==> src/rtl/pipeline_hazard_ctrl_if.sv <==
// Decode-to-execute handshake bundle for pipeline_hazard_ctrl.
// The master drives the decoded instruction; the slave (controller) returns pass/advance/hazard.
interface pipeline_hazard_ctrl_if;
    logic       i_valid;
    logic [4:0] i_src_a;
    logic       i_src_a_en;
    logic [4:0] i_src_b;
    logic       i_src_b_en;
    logic [4:0] i_dst1;
    logic       i_dst1_en;
    logic [4:0] i_dst2;
    logic       i_dst2_en;
    logic       i_is_branch;
    logic       i_is_load;
    logic       ext_stall;
    logic       d_pass;
    logic       d_pcincr;
    logic       o_hazard;

    modport master (
        output i_valid, i_src_a, i_src_a_en, i_src_b, i_src_b_en,
        output i_dst1, i_dst1_en, i_dst2, i_dst2_en, i_is_branch, i_is_load, ext_stall,
        input  d_pass, d_pcincr, o_hazard
    );

    modport slave (
        input  i_valid, i_src_a, i_src_a_en, i_src_b, i_src_b_en,
        input  i_dst1, i_dst1_en, i_dst2, i_dst2_en, i_is_branch, i_is_load, ext_stall,
        output d_pass, d_pcincr, o_hazard
    );
endinterface

==> src/rtl/pipeline_hazard_ctrl.sv <==
// Decode-stage hazard controller: DEPTH-entry write scoreboard, RAW/branch/external stalls.
// Optional macro HAZARD_FWD_EN: only a load in the newest entry can cause a hazard.
module pipeline_hazard_ctrl #(
    parameter int unsigned DEPTH      = 3,
    parameter int unsigned BR_BUBBLES = 2,
    parameter int unsigned CNTW       = 16
) (
    input  logic                  clk,
    input  logic                  rst,
    pipeline_hazard_ctrl_if.slave bus,
    output logic [31:0]           o_busy_mask,
    output logic [CNTW-1:0]       o_bubble_cnt
);
    localparam int unsigned BrW = (BR_BUBBLES > 1) ? $clog2(BR_BUBBLES + 1) : 1;

    typedef struct packed {
        logic [4:0] dst1;
        logic       en1;
        logic [4:0] dst2;
        logic       en2;
        logic       load;
    } sb_entry_t;

    typedef enum logic [0:0] {StRun, StBranch} state_e;

    sb_entry_t        r_sb [DEPTH];
    state_e           r_state;
    logic [BrW-1:0]   r_br_cnt;
    logic [CNTW-1:0]  r_bubble_cnt;

    sb_entry_t        w_new;
    logic             w_match_a;
    logic             w_match_b;
    logic             w_hazard_raw;
    logic             w_run;
    logic             w_issue;
    logic [31:0]      w_busy;

    function automatic logic f_match(input logic [4:0] src, input logic en, input sb_entry_t e);
        return en && (src != 5'd0) && ((e.en1 && (e.dst1 == src)) || (e.en2 && (e.dst2 == src)));
    endfunction

    always_comb begin
        w_match_a = 1'b0;
        w_match_b = 1'b0;
`ifdef HAZARD_FWD_EN
        // ALU results are forwarded; only a load still in flight one stage ahead blocks.
        if (r_sb[0].load) begin
            w_match_a = f_match(bus.i_src_a, bus.i_src_a_en, r_sb[0]);
            w_match_b = f_match(bus.i_src_b, bus.i_src_b_en, r_sb[0]);
        end
`else
        for (int unsigned k = 0; k < DEPTH; k++) begin
            w_match_a |= f_match(bus.i_src_a, bus.i_src_a_en, r_sb[k]);
            w_match_b |= f_match(bus.i_src_b, bus.i_src_b_en, r_sb[k]);
        end
`endif
    end

    assign w_new        = {bus.i_dst1, bus.i_dst1_en, bus.i_dst2, bus.i_dst2_en, bus.i_is_load};
    assign w_run        = (r_state == StRun) && !rst;
    assign w_hazard_raw = bus.i_valid && (w_match_a || w_match_b);
    assign w_issue      = w_run && bus.i_valid && !w_hazard_raw && !bus.ext_stall;

    assign bus.d_pass   = w_issue;
    assign bus.d_pcincr = w_run && !bus.ext_stall && !w_hazard_raw;
    assign bus.o_hazard = w_run && w_hazard_raw;

    always_ff @(posedge clk) begin
        if (rst) begin
            for (int unsigned k = 0; k < DEPTH; k++) begin
                r_sb[k] <= '0;
            end
        end else begin
            r_sb[0] <= w_issue ? w_new : '0;
            for (int unsigned k = 1; k < DEPTH; k++) begin
                r_sb[k] <= r_sb[k-1];
            end
        end
    end

    always_ff @(posedge clk) begin
        if (rst) begin
            r_state  <= StRun;
            r_br_cnt <= '0;
        end else begin
            unique case (r_state)
                StRun: begin
                    if (w_issue && bus.i_is_branch && (BR_BUBBLES != 0)) begin
                        r_state  <= StBranch;
                        r_br_cnt <= BrW'(BR_BUBBLES);
                    end
                end
                StBranch: begin
                    if (!bus.ext_stall) begin
                        r_br_cnt <= r_br_cnt - BrW'(1);
                        if (r_br_cnt == BrW'(1)) begin
                            r_state <= StRun;
                        end
                    end
                end
                default: r_state <= StRun;
            endcase
        end
    end

    always_comb begin
        w_busy = '0;
        for (int unsigned k = 0; k < DEPTH; k++) begin
            if (r_sb[k].en1) w_busy[r_sb[k].dst1] = 1'b1;
            if (r_sb[k].en2) w_busy[r_sb[k].dst2] = 1'b1;
        end
        w_busy[0] = 1'b0;
    end

    assign o_busy_mask = w_busy;

    // Count only bubbles that displaced real work: a held instruction or a branch shadow.
    always_ff @(posedge clk) begin
        if (rst) begin
            r_bubble_cnt <= '0;
        end else if (!bus.d_pass && (bus.i_valid || (r_state == StBranch))
                     && (r_bubble_cnt != '1)) begin
            r_bubble_cnt <= r_bubble_cnt + CNTW'(1);
        end
    end

    assign o_bubble_cnt = r_bubble_cnt;
endmodule

==> src/flat_wrapper.sv <==
// flat-port wrapper written by rule: the top's interface ports become plain ports
module pipeline_hazard_ctrl_flat 
#(
    parameter int unsigned DEPTH      = 3,
    parameter int unsigned BR_BUBBLES = 2,
    parameter int unsigned CNTW       = 16
)
  (clk, rst, o_busy_mask, o_bubble_cnt, bus_i_valid, bus_i_src_a, bus_i_src_a_en, bus_i_src_b, bus_i_src_b_en, bus_i_dst1, bus_i_dst1_en, bus_i_dst2, bus_i_dst2_en, bus_i_is_branch, bus_i_is_load, bus_ext_stall, bus_d_pass, bus_d_pcincr, bus_o_hazard);
  pipeline_hazard_ctrl_if bus_i ();
  input  logic clk;
  input  logic rst;
  output logic [31:0] o_busy_mask;
  output logic [CNTW-1:0] o_bubble_cnt;
  input wire logic [$bits(bus_i.i_valid)-1:0] bus_i_valid;
  input wire logic [$bits(bus_i.i_src_a)-1:0] bus_i_src_a;
  input wire logic [$bits(bus_i.i_src_a_en)-1:0] bus_i_src_a_en;
  input wire logic [$bits(bus_i.i_src_b)-1:0] bus_i_src_b;
  input wire logic [$bits(bus_i.i_src_b_en)-1:0] bus_i_src_b_en;
  input wire logic [$bits(bus_i.i_dst1)-1:0] bus_i_dst1;
  input wire logic [$bits(bus_i.i_dst1_en)-1:0] bus_i_dst1_en;
  input wire logic [$bits(bus_i.i_dst2)-1:0] bus_i_dst2;
  input wire logic [$bits(bus_i.i_dst2_en)-1:0] bus_i_dst2_en;
  input wire logic [$bits(bus_i.i_is_branch)-1:0] bus_i_is_branch;
  input wire logic [$bits(bus_i.i_is_load)-1:0] bus_i_is_load;
  input wire logic [$bits(bus_i.ext_stall)-1:0] bus_ext_stall;
  output wire logic [$bits(bus_i.d_pass)-1:0] bus_d_pass;
  output wire logic [$bits(bus_i.d_pcincr)-1:0] bus_d_pcincr;
  output wire logic [$bits(bus_i.o_hazard)-1:0] bus_o_hazard;
  assign bus_i.i_valid = bus_i_valid;
  assign bus_i.i_src_a = bus_i_src_a;
  assign bus_i.i_src_a_en = bus_i_src_a_en;
  assign bus_i.i_src_b = bus_i_src_b;
  assign bus_i.i_src_b_en = bus_i_src_b_en;
  assign bus_i.i_dst1 = bus_i_dst1;
  assign bus_i.i_dst1_en = bus_i_dst1_en;
  assign bus_i.i_dst2 = bus_i_dst2;
  assign bus_i.i_dst2_en = bus_i_dst2_en;
  assign bus_i.i_is_branch = bus_i_is_branch;
  assign bus_i.i_is_load = bus_i_is_load;
  assign bus_i.ext_stall = bus_ext_stall;
  assign bus_d_pass = bus_i.d_pass;
  assign bus_d_pcincr = bus_i.d_pcincr;
  assign bus_o_hazard = bus_i.o_hazard;
  pipeline_hazard_ctrl #(.DEPTH(DEPTH), .BR_BUBBLES(BR_BUBBLES), .CNTW(CNTW)) u_core (.clk(clk), .rst(rst), .bus(bus_i), .o_busy_mask(o_busy_mask), .o_bubble_cnt(o_bubble_cnt));
endmodule
==> config.mk <==
export PLATFORM = sky130hd
export DESIGN_NAME = pipeline_hazard_ctrl_flat
export DESIGN_NICKNAME = d
export VERILOG_FILES = /design/src/rtl/pipeline_hazard_ctrl_if.sv /design/src/rtl/pipeline_hazard_ctrl.sv /design/src/flat_wrapper.sv
export SDC_FILE = /design/constraint.sdc
export NUM_CORES = 1
export LEC_CHECK = 0
export CORE_MARGIN = 3
export CORE_UTILIZATION = 58
export CTS_CLUSTER_SIZE = 10
export DETAILED_ROUTE_END_ITERATION = 10
export DONT_BUFFER_PORTS = 1
export MAX_ROUTING_LAYER = met4
export PLACE_DENSITY = 0.75
export SYNTH_ARGS = -nofsm -noshare
export SYNTH_HDL_FRONTEND = slang
export SYNTH_SLANG_ARGS = --single-unit
==> constraint.sdc <==
create_clock -name clk -period 2.1 [get_ports clk]
set_input_delay 0.21 -clock clk [delete_from_list [all_inputs] [get_ports clk]]
set_output_delay 0.21 -clock clk [all_outputs]
set_load 0.1 [all_outputs]
==> impl_metrics.env, run 1 <==
export IMPL_io_pin_count=81
export IMPL_die_y_um=91.9
export IMPL_synth_fp_nets=585
export IMPL_ys_ff_latch=55
export IMPL_yosys_top_cells_count="56 x o22ai_1, 55 x dfxtp_1, 48 x nor2_1, 48 x xor2_1, 47 x clkbuf_1"
export IMPL_ys_async_sr_fraction_pct=0
export IMPL_syn_avg_cell_area_um2=7.74
export IMPL_synthCells=553
export IMPL_worstEndpointType="register input"
export IMPL_stop_stage="global routing (5_1_grt)"
export IMPL_ys_seq_area_share_pct=25.7
export IMPL_synthAdderAreaFrac_pct=0.584
export IMPL_yosys_top_cells_area="dfxtp_1 26%, xor2_1 9.8%, o22ai_1 8.2%"
export IMPL_synth_top_family_by_area="simple AND/OR/NAND/NOR gates"
export IMPL_synth_xor_area_share_pct=12.3
export IMPL_hpwl_um=11200
export IMPL_synth_warnings=0
export IMPL_stop_error="[ERROR DPL-0038] Utilization greater than 100%, impossible to legalize"
export IMPL_yosysMostFrequentCell="o22ai_1"
export IMPL_numCtsBuffers=5
export IMPL_outcome="did not finish"
export IMPL_h_tree_depth=2
export IMPL_numPortBuffers=0
export IMPL_gp_congestion=1.12
export IMPL_synth_mux_area_share_pct=1.05
export IMPL_yosys_area_share_simple_pct=33.3
export IMPL_ctsRootBufferMaster="clkbuf_8"
export IMPL_placed_area_um2=5520
export IMPL_cts_buffer_depth=2
export IMPL_synth_top_cell_area_share_pct=25.7
export IMPL_grt_worst_endpoint="u_core.o_bubble_cnt[11]$_SDFFE_PP0P_/D"
export IMPL_numClockSinks=55
export IMPL_netlist_top_cell_by_area="dfxtp_1"
export IMPL_synthFlopType="dfxtp_1"
export IMPL_placed_cells=702
export IMPL_grt_max_degree=39
export IMPL_netlist_area_um2=4280
export IMPL_start_util_pct=61.3
export IMPL_die_w_um=91.9
export IMPL_yosysUniqueCellTypes=45
export IMPL_synth_edff_count=0
export IMPL_rows=30
export IMPL_synth_compound_area_share_pct=20.1
==> cell families after synthesis <==
logic type,after synthesis
adder cells (fa/ha/maj),2
other,1
multiplexers,4
XOR/XNOR,60
AO/OA/AOI/OAI,123
AND/OR/NAND/NOR,244
flip-flops,55
buffers and inverters,64
==> stage by stage <==
stage                     setup TNS [ps]  setup slack (ps)
after global placement             -3950              -207
after detailed placement           -6510              -309
after CTS                          -4560              -331
after floorplan                    -5720              -550
==> timing repair <==
item	in CTS
resized for setup	103
hold endpoints to repair	46
cloned	4
setup buffers	23
pin swaps	52
setup endpoints to repair	65
hold buffers	9
==> run 2, diff against run 1 <==
CORE_UTILIZATION = 40   (was 58)
CTS_CLUSTER_SIZE = unset   (was 10)
MAX_ROUTING_LAYER = unset   (was met4)
PLACE_DENSITY = unset   (was 0.75)
PLACE_DENSITY_LB_ADDON = 0.15   (was unset)
clock period = 2.7 ns   (was 2.1 ns; I/O delays follow)
==> run 2 against run 1 <==
The run now ends clean. Synthesized cell count stayed put. Synthesized area stayed put.
==> impl_metrics.env, run 2 <==
export IMPL_yosys_top_cells_count="56 x o22ai_1, 55 x dfxtp_1, 48 x nor2_1, 48 x xor2_1, 47 x clkbuf_1"
export IMPL_grt_pass1_vias=4496
export IMPL_ys_seq_area_share_pct=25.7
export IMPL_num_antenna_cells=0
export IMPL_post_drt_wl_per_cell_um=23.5
export IMPL_finalSetupViolCount=0
export IMPL_synth_warnings=0
export IMPL_gp_congestion=0.978
export IMPL_grt_overflow_total=0
export IMPL_layout_drive_gt1_share_pct=25.9
export IMPL_core_area_um2=10400
export IMPL_viasPerCell=6.46
export IMPL_netlist_area_um2=4280
export IMPL_drv_cap=0
export IMPL_worst_ep_required_time_ps=2430
export IMPL_drc=0
export IMPL_fin_nets=618
export IMPL_min_delay_path_depth=1
export IMPL_start_util_pct=41.3
export IMPL_die_w_um=109
export IMPL_leakagePower_uw=0.00181
export IMPL_ff2ff_path_depth=9
export IMPL_synth_fp_nets=585
export IMPL_numCtsBuffers=5
export IMPL_synth_top_cell_area_share_pct=25.7
export IMPL_powerDensity_nw_per_um2=294
export IMPL_synth_edff_count=0
export IMPL_vias=4669
export IMPL_h_tree_depth=2
export IMPL_cts_tree="built"
export IMPL_yosysUniqueCellTypes=45
export IMPL_syn_to_final_growth_pct=21.4
export IMPL_antenna_found_initial=0
export IMPL_placed_cells=707
export IMPL_endpoint_kind="output pin"
export IMPL_drt_total_wl_um=17000
export IMPL_period_minus_slack_ps=2580
export IMPL_largest_reg_flops=36
export IMPL_grt_pass1_wl_um=25200
export IMPL_instances_no_fill=723
export IMPL_die_y_um=109
export IMPL_yosysMostFrequentCell="o22ai_1"
export IMPL_hold_class="in2reg"
export IMPL_numClockSinks=55
export IMPL_rsz0062_at_grt="false"
export IMPL_synthCells=553
export IMPL_largest_register="u_core.r_sb"
export IMPL_ctsRootBufferMaster="clkbuf_8"
export IMPL_timing_final_crit_share_pct=95.5
export IMPL_hold_violations=0
export IMPL_outcome="completed"
export IMPL_netlist_top_cell_by_area="dfxtp_1"
export IMPL_crit_arrival_ps=2310
export IMPL_use_met2_pct=42.1
export IMPL_layout_commonest_cell="buf_4"
export IMPL_ys_ff_latch=55
export IMPL_numPortBuffers=0
export IMPL_antenna_left=0
export IMPL_met1_usage_pct=37.3
export IMPL_max_clock_freq_ghz=0.388
export IMPL_ys_async_sr_fraction_pct=0
export IMPL_clock_latency_ps=320
export IMPL_layout_common_cells="76 x buf_4, 56 x o22ai_1, 48 x nor2_1, 48 x xor2_1, 44 x dfxtp_1"
export IMPL_hpwl_um=11600
export IMPL_peakVddDrop_uv=207
export IMPL_use_met3_pct=6.52
export IMPL_path_clk_slew_ps=110
export IMPL_critPathMaxFanout=7
export IMPL_synthFlopType="dfxtp_1"
export IMPL_placed_area_um2=5010
export IMPL_clock_skew_ps=11.8
export IMPL_grt_max_degree=39
export IMPL_worstMarginPinSlew_ps=578
export IMPL_fin_area_um2=5200
export IMPL_die_area_um2=12000
export IMPL_cts_buffer_depth=2
export IMPL_path_class="reg2out"
export IMPL_max_slew_margin_rel_pct=61.3
export IMPL_syn_avg_cell_area_um2=7.74
export IMPL_startpoint_type="flip-flop"
export IMPL_grt_usage_pct=27.4
export IMPL_finalMaxSlewViolations=0
export IMPL_io_pin_count=81
export IMPL_yosys_top_cells_area="dfxtp_1 26%, xor2_1 9.8%, o22ai_1 8.2%"
export IMPL_top_usage_layer="met2"
export IMPL_dr_pass1_iters=5
export IMPL_initialDrtViolationCount=424
export IMPL_rows=37
## run 2: stage by stage
step / setup WS, ps / total power, uW / hold slack, ps / TNS [ps] / util (%)
2_1_floorplan: -249 / 1040 / 392 / -897 / -
3_3_place_gp: 255 / 1050 / 338 / 0 / 48.3
3_5_place_dp: 203 / 1050 / 342 / 0 / 48.3
4_1_cts: 48.0 / 1530 / 2.22 / 0 / 49.6
5_1_grt: 0.794 / 1600 / 3.78 / 0 / 50.1
6_report: 122 / 1530 / 27.7 / 0 / 50.1
## run 2: cell type report
class | instances | area (um^2)
flip-flops and latches | 55 | 1110
fillers | 1069 | 5170
clock buffers | 5 | 68.8
multi-input cells | 434 | 3090
repair buffers | 87 | 721
inverters | 3 | 11.3
clock inverters | 3 | 18.8
well taps | 136 | 170
## run 2: cells by family after synthesis
| kind of cell | Yosys count | share of synthesized area, % |
|---|---|---|
| multiplexers | 4 | 1.05 |
| other | 1 | 0.0876 |
| buffers and inverters | 64 | 6.81 |
| XOR/XNOR | 60 | 12.3 |
| adder cells (fa/ha/maj) | 2 | 0.584 |
| AO/OA/AOI/OAI | 123 | 20.1 |
| AND/OR/NAND/NOR | 244 | 33.3 |
| flip-flops | 55 | 25.7 |
## run 2: final timing paths
path	from	endpoint	slack (ps)
worst max register to register	u_core.r_sb[0][22]	u_core.o_bubble_cnt[11]	210
worst min-delay path	rst	u_core.r_sb[0][19]	30
worst min register to register	u_core.r_sb[0][12]	u_core.r_sb[0][25]	480
worst max-delay path	u_core.r_sb[0][20]	o_busy_mask[2]	120
## run 2: power by group
group | switching [uW] | internal [uW] | total [uW]
Clock | 284 | 184 | 468
Sequential | 21.6 | 825 | 847
Combinational | 131 | 80.9 | 212
Total | 437 | 1090 | 1530
## run 2: per-layer routing
| layer | wire length, um | up-vias | share of wire, % |
|---|---|---|---|
| met5 | 0 | - | 0 |
| met4 | 431 | 0 | 2.5 |
| met3 | 1590 | 36 | 9.3 |
| met2 | 7770 | 256 | 46 |
| met1 | 7220 | 2257 | 42 |
| li1 | - | 2120 | - |
## run 2: what timing repair did
item                       CTS  global route
hold buffers                 3             4
pin swaps                    1             1
gates resized for setup      5             5
hold endpoints to repair    11             7
setup endpoints to repair    3             3
buffers inserted             1             0
## run 2: critical path: stages (launching register included)
cell and delay [ps]:
dfxtp_1 510, nand3b_1 370, o41ai_1 550, or4_1 250
buf_4 300
(Power assumes the default switching activity.)
